**src/rtl/cv32e40x_rvfi_trace_buffer.sv**
```systemverilog
// Circular trace buffer for retired RVFI records with start/stop PC triggers and a PC window.
// Define CV32E40X_RVFI_TRACE_TIMESTAMP_EN to prepend a 32-bit cycle stamp to every record.
module cv32e40x_rvfi_trace_buffer #(
    parameter int unsigned DEPTH = 16,
    parameter int unsigned NMEM  = 1,
    parameter int unsigned CNT_W = 16,
`ifdef CV32E40X_RVFI_TRACE_TIMESTAMP_EN
    localparam int unsigned REC_W = 32 + 69 + 100 * NMEM,
`else
    localparam int unsigned REC_W = 69 + 100 * NMEM,
`endif
    localparam int unsigned LVL_W = $clog2(DEPTH) + 1
) (
    input  logic                clk_i,
    input  logic                rst_ni,
    input  logic                rvfi_valid,
    input  logic [31:0]         rvfi_pc_rdata,
    input  logic [4:0]          rvfi_rd_addr,
    input  logic [31:0]         rvfi_rd_wdata,
    input  logic [32*NMEM-1:0]  rvfi_mem_addr,
    input  logic [4*NMEM-1:0]   rvfi_mem_rmask,
    input  logic [4*NMEM-1:0]   rvfi_mem_wmask,
    input  logic [32*NMEM-1:0]  rvfi_mem_wdata,
    input  logic                cfg_arm_i,
    input  logic                cfg_clear_i,
    input  logic                cfg_overwrite_i,
    input  logic                cfg_start_en_i,
    input  logic [31:0]         cfg_start_pc_i,
    input  logic                cfg_stop_en_i,
    input  logic [31:0]         cfg_stop_pc_i,
    input  logic [31:0]         cfg_win_lo_i,
    input  logic [31:0]         cfg_win_hi_i,
    output logic                trace_valid_o,
    input  logic                trace_ready_i,
    output logic [REC_W-1:0]    trace_data_o,
    output logic [LVL_W-1:0]    level_o,
    output logic [CNT_W-1:0]    dropped_o,
    output logic [1:0]          state_o
);

    localparam int unsigned PW     = $clog2(DEPTH);
    localparam int unsigned BASE_W = 69 + 100 * NMEM;

    typedef enum logic [1:0] {
        IDLE    = 2'b00,
        ARMED   = 2'b01,
        CAPTURE = 2'b10,
        FROZEN  = 2'b11
    } state_e;

    state_e            state_q, state_d;
    logic [PW-1:0]     rdPtr_q, rdPtr_d;
    logic [PW-1:0]     wrPtr_q, wrPtr_d;
    logic [LVL_W-1:0]  level_q, level_d;
    logic [CNT_W-1:0]  dropped_q, dropped_d;
    logic [REC_W-1:0]  mem_q [DEPTH];

    logic [BASE_W-1:0] recBase;
    logic [REC_W-1:0]  recNew;
    logic              eligible;
    logic              startHit;
    logic              stopHit;
    logic              pushReq;
    logic              popReq;
    logic              full;
    logic              memWe;
    logic              dropInc;

    // Each lane occupies a 100-bit slot; the 28 MSBs above {addr, rmask, wmask, wdata} read as zero.
    always_comb begin
        recBase = '0;
        recBase[BASE_W-1 -: 69] = {rvfi_pc_rdata, rvfi_rd_addr, rvfi_rd_wdata};
        for (int unsigned i = 0; i < NMEM; i++) begin
            recBase[(NMEM-1-i)*100 +: 72] = {rvfi_mem_addr[32*i +: 32], rvfi_mem_rmask[4*i +: 4],
                                             rvfi_mem_wmask[4*i +: 4], rvfi_mem_wdata[32*i +: 32]};
        end
    end

`ifdef CV32E40X_RVFI_TRACE_TIMESTAMP_EN
    logic [31:0] tsCnt_q;

    always_ff @(posedge clk_i or negedge rst_ni) begin
        if (!rst_ni) begin
            tsCnt_q <= '0;
        end else if (cfg_clear_i) begin
            tsCnt_q <= '0;
        end else begin
            tsCnt_q <= tsCnt_q + 32'd1;
        end
    end

    assign recNew = {tsCnt_q, recBase};
`else
    assign recNew = recBase;
`endif

    assign eligible = rvfi_valid && (rvfi_pc_rdata >= cfg_win_lo_i) && (rvfi_pc_rdata <= cfg_win_hi_i);
    assign startHit = (state_q == ARMED) && cfg_start_en_i && rvfi_valid && (rvfi_pc_rdata == cfg_start_pc_i);
    assign stopHit  = (state_q == CAPTURE) && cfg_stop_en_i && rvfi_valid && (rvfi_pc_rdata == cfg_stop_pc_i);
    assign pushReq  = eligible && ((state_q == CAPTURE) || startHit) && !cfg_clear_i;
    assign full     = (level_q == LVL_W'(DEPTH));
    assign popReq   = (level_q != '0) && trace_ready_i && !cfg_clear_i;

    always_ff @(posedge clk_i or negedge rst_ni) begin
        if (!rst_ni) begin
            state_q <= IDLE;
        end else begin
            state_q <= state_d;
        end
    end

    always_comb begin
        state_d = state_q;
        case (state_q)
            IDLE:    if (cfg_arm_i) state_d = ARMED;
            ARMED:   if (!cfg_start_en_i || startHit) state_d = CAPTURE;
            CAPTURE: if (stopHit) state_d = FROZEN;
            FROZEN:  state_d = FROZEN;
            default: state_d = IDLE;
        endcase
        if (cfg_clear_i) begin
            state_d = IDLE;
        end
    end

    always_comb begin
        state_o = state_q;
    end

    // A push into a full buffer without a pop either evicts the oldest entry or is discarded.
    always_comb begin
        rdPtr_d   = rdPtr_q;
        wrPtr_d   = wrPtr_q;
        level_d   = level_q;
        dropped_d = dropped_q;
        memWe     = 1'b0;
        dropInc   = 1'b0;
        if (cfg_clear_i) begin
            rdPtr_d   = '0;
            wrPtr_d   = '0;
            level_d   = '0;
            dropped_d = '0;
        end else begin
            if (pushReq) begin
                if (!full || popReq || cfg_overwrite_i) begin
                    memWe   = 1'b1;
                    wrPtr_d = wrPtr_q + PW'(1);
                end
                if (full && !popReq) begin
                    dropInc = 1'b1;
                    if (cfg_overwrite_i) begin
                        rdPtr_d = rdPtr_q + PW'(1);
                    end
                end
            end
            if (popReq) begin
                rdPtr_d = rdPtr_q + PW'(1);
            end
            if (pushReq && !full && !popReq) begin
                level_d = level_q + LVL_W'(1);
            end else if (!pushReq && popReq) begin
                level_d = level_q - LVL_W'(1);
            end
            if (dropInc && (dropped_q != {CNT_W{1'b1}})) begin
                dropped_d = dropped_q + CNT_W'(1);
            end
        end
    end

    always_ff @(posedge clk_i or negedge rst_ni) begin
        if (!rst_ni) begin
            rdPtr_q   <= '0;
            wrPtr_q   <= '0;
            level_q   <= '0;
            dropped_q <= '0;
        end else begin
            rdPtr_q   <= rdPtr_d;
            wrPtr_q   <= wrPtr_d;
            level_q   <= level_d;
            dropped_q <= dropped_d;
        end
    end

    always_ff @(posedge clk_i) begin
        if (memWe) begin
            mem_q[wrPtr_q] <= recNew;
        end
    end

    assign trace_valid_o = (level_q != '0);
    assign trace_data_o  = trace_valid_o ? mem_q[rdPtr_q] : '0;
    assign level_o       = level_q;
    assign dropped_o     = dropped_q;

endmodule
```
**config.mk**
```make
export PLATFORM = sky130hd
export DESIGN_NAME = cv32e40x_rvfi_trace_buffer
export DESIGN_NICKNAME = d
export VERILOG_FILES = /design/src/rtl/cv32e40x_rvfi_trace_buffer.sv
export SDC_FILE = /design/constraint.sdc
export NUM_CORES = 2
export LEC_CHECK = 0
export ABC_CLOCK_PERIOD_IN_PS = 11960
export CAP_MARGIN = 15
export CORE_MARGIN = 2
export CORE_UTILIZATION = 60
export DETAILED_ROUTE_END_ITERATION = 16
export PLACE_DENSITY = 0.83
export SKIP_CTS_REPAIR_TIMING = 1
export SYNTH_ARGS = -nofsm -noshare
export SYNTH_HDL_FRONTEND = slang
export SYNTH_SLANG_ARGS = --single-unit
```
**constraint.sdc**
```tcl
create_clock -name clk_i -period 11.96 [get_ports clk_i]
set_input_delay 1.794 -clock clk_i [delete_from_list [all_inputs] [get_ports clk_i]]
set_output_delay 1.794 -clock clk_i [all_outputs]
set_load 0.01 [all_outputs]
```
==> results.py <==
metrics = {
    "timing": {
        "rsz0062_at_grt": "no",
        "layout_setup_ws_ns": 4.40,
        "setup_tns_ns": 0,
        "hold_ws_ns": 0.606,
        "finalCritPeriodShare_pct": 63.2,
        "finalSetupViolCount": 0,
        "fmax_mhz": 132,
        "tightest_slew_ns": 1.27,
        "hold_viol": 0,
        "fin_skew_ns": 0.0310,
        "report.final.slew_viol_count": 0,
        "worst_slew_margin_rel_pct": 15.1,
        "layout_min_cycle_time_ns": 7.56,
    },
    "power": {
        "power_density_nw_per_um2": 192,
        "ir_drop_uv": 192,
        "p_leak_nw": 31.9,
    },
    "setup_path": {
        "critical-path-max-stage-delay_ns": 1.12,
        "path_class": "register to output port",
        "cpMostUsedCell": "mux4_2",
        "cp.arrival_ns": 5.76,
        "crit_slowest_cell": "dfrtp_4",
        "cp_max_fo": 117,
        "worstPathRequired_ns": 10.17,
        "critical_path.cell_chain": "buf_4 > buf_12 > mux4_2 > mux4_2 > and2_1 > clkdlybuf4s50_1",
        "critPathLaunchType": "register",
        "end_kind": "output port",
    },
    "yosys": {
        "synth_cells": 3836,
        "ys_ff_latch": 2287,
        "yosysWarnings": 0,
        "synth_top_cell_by_area": "edfxtp_1",
        "synth_area_leaders": "edfxtp_1, mux4_2, and2_1",
        "synth_edf_count": 2256,
        "syn_area_um2": 89800,
        "avgSynthCellArea_um2": 23.4,
        "synth-async-reset-ratio_pct": 1.36,
        "synth-seq-area-share_pct": 76.3,
        "yosys.cell_types.count": 66,
        "synth_top_flop_cell": "edfxtp_1",
        "synth_top_area_share_pct": 75.5,
    },
    "route": {
        "routed_via_density": 6.83,
        "dr.pass1.iters": 6,
        "drt_iter0_markers": 6226,
        "via_count": 44400,
        "wl_per_cell_um": 35.7,
        "remaining_drc_errors": 0,
        "antenna_left": 0,
        "postRouteWirelength_um": 232000,
    },
    "die": {
        "die_y_um": 391,
        "io_pins": 471,
        "coreArea_um2": 148000,
        "initial_utilization_pct": 60.6,
        "die_area_um2": 153000,
        "die_x_um": 391,
        "rows": 141,
    },
    "grt": {
        "grt_util_met1_pct": 42.0,
        "grtUsageMet2_pct": 51.0,
        "met3_usage_pct": 7.08,
        "grt_pass1_vias": 46600,
        "antenna_found_initial": 29,
        "grt-ovfl-total": 0,
        "grt_usage_pct": 31.1,
        "grt-busiest-layer": "met2",
        "grt_max_degree": 156,
        "grt_pass1_wl_um": 336000,
    },
    "flow_run": {
        "cap_violations": 0,
    },
    "placement": {
        "port_buffers": 442,
        "dp_hpwl_um": 117000,
        "dpl_worst_slack_ns": 4.14,
        "placed_cells": 6082,
        "place.gp.congestion": 0.902,
    },
    "final_layout": {
        "layout_commonest_cell": "edfxtp_1",
        "post-route-util_pct": 69.9,
        "drive_gt1_share_pct": 24.3,
        "final_cell_mix": "edfxtp_1, mux4_2, clkdlybuf4s50_1",
        "instances_no_fill": 6500,
        "final_nets": 4722,
        "area_growth_pct": 15.4,
    },
    "clock_tree": {
        "h-tree-depth": 4,
        "cts_buffers": 216,
        "clock_latency_ns": 0.85,
        "cts_tree": "done",
        "clk_pin_slew_worst_paths_ns": 0.06,
        "clk_path_buf_depth": 3,
        "cts_sinks": 2287,
        "cts-root-buf": "clkbuf_16",
    },
    "hold_path": {
        "min_path_type": "register to register",
    },
    "status": {
        "status": "finished clean",
    },
}
-- through the flow --
stage | instance area, um2 | total power, mW
6_report | 104000 | 19.8
5_1_grt | 104000 | 20.4
4_1_cts | 104000 | 19.9
3_5_place_dp | 96600 | 13.1
3_3_place_gp | 96600 | 13.1
2_1_floorplan | 89900 | 11.6
-- cells in the mapped netlist (all sizes together) (15+ instances only) --
cell	n
nand4	25
mux4	705
ha	73
xnor2	32
clkbuf	130
dfrtp	31
xor2	35
nand2	24
a21oi	39
inv	74
buf	82
nor4	15
nand3	15
edfxtp	2256
and2	149
-- sequential cells by signal, summed over array words and instances, names as in the netlist --
signal     flops
state_o        2
wrPtr_q        4
mem_q       2256
dropped_o     16
rdPtr_q        4
level_o        5
-- power by group --
part | switching, mW | leakage, nW | total, mW | internal [mW]
clock | 2.98 | 3.39 | 6.83 | 3.85
sequential | 0.0834 | 20.7 | 8.89 | 8.81
combinational | 1.95 | 7.84 | 4.12 | 2.17
-- metal layers --
layer  share of wire, %  vias up  routed length [um]
met5              0.054        -                 125
met4                3.1       20                7250
met3                 10      428               23400
met2                 51     3034              118000
met1                 36    23500               83500
li1                   -    17400                   -
-- worst paths after layout --
check / from / endpoint / slack [ns] / cells after the start
min in group asynchronous: rst_ni / dropped_o[3] / 1.37 / 2
max in group asynchronous: rst_ni / rdPtr_q[2] / 10.23 / 2
setup reg to reg: state_o[0] / mem_q[11][43] / 7.37 / 8
setup / recovery: rdPtr_q[0] / trace_data_o[24] / 4.40 / 6
hold / removal: level_o[3] / level_o[3] / 0.61 / 2
hold reg to reg: level_o[3] / level_o[3] / 0.61 / 2
-- worst max-delay path, delay by kind of cell (launching register included) --
| kind | cells | cell delay [ns] |
|---|---|---|
| DFF | 1 | 1.12 |
| and+or+nand+nor | 1 | 0.20 |
| muxes | 2 | 1.24 |
| buffers and inverters | 3 | 1.91 |
-- kinds of logic after synthesis --
| family | synth area share, % |
|---|---|
| xor gates and xnor gates | 0.654 |
| buffers and inverters | 1.33 |
| other | 0.00418 |
| adders and majority gates | 1.04 |
| AOI/OAI and AO/OA | 0.788 |
| muxes | 17.8 |
| and+or+nand+nor | 2.06 |
| DFF | 76.3 |
-- area by class of cell --
cell class,instances,area (um2)
antenna,19,47.5
clock buffer,265,5680
clock inverter,134,1270
fill,8330,44600
inverter,74,278
multi-input combinational,1290,20200
sequential,2287,68500
tap,1930,2410
timing repair buffer,501,5100
(Power assumes the default switching activity.)
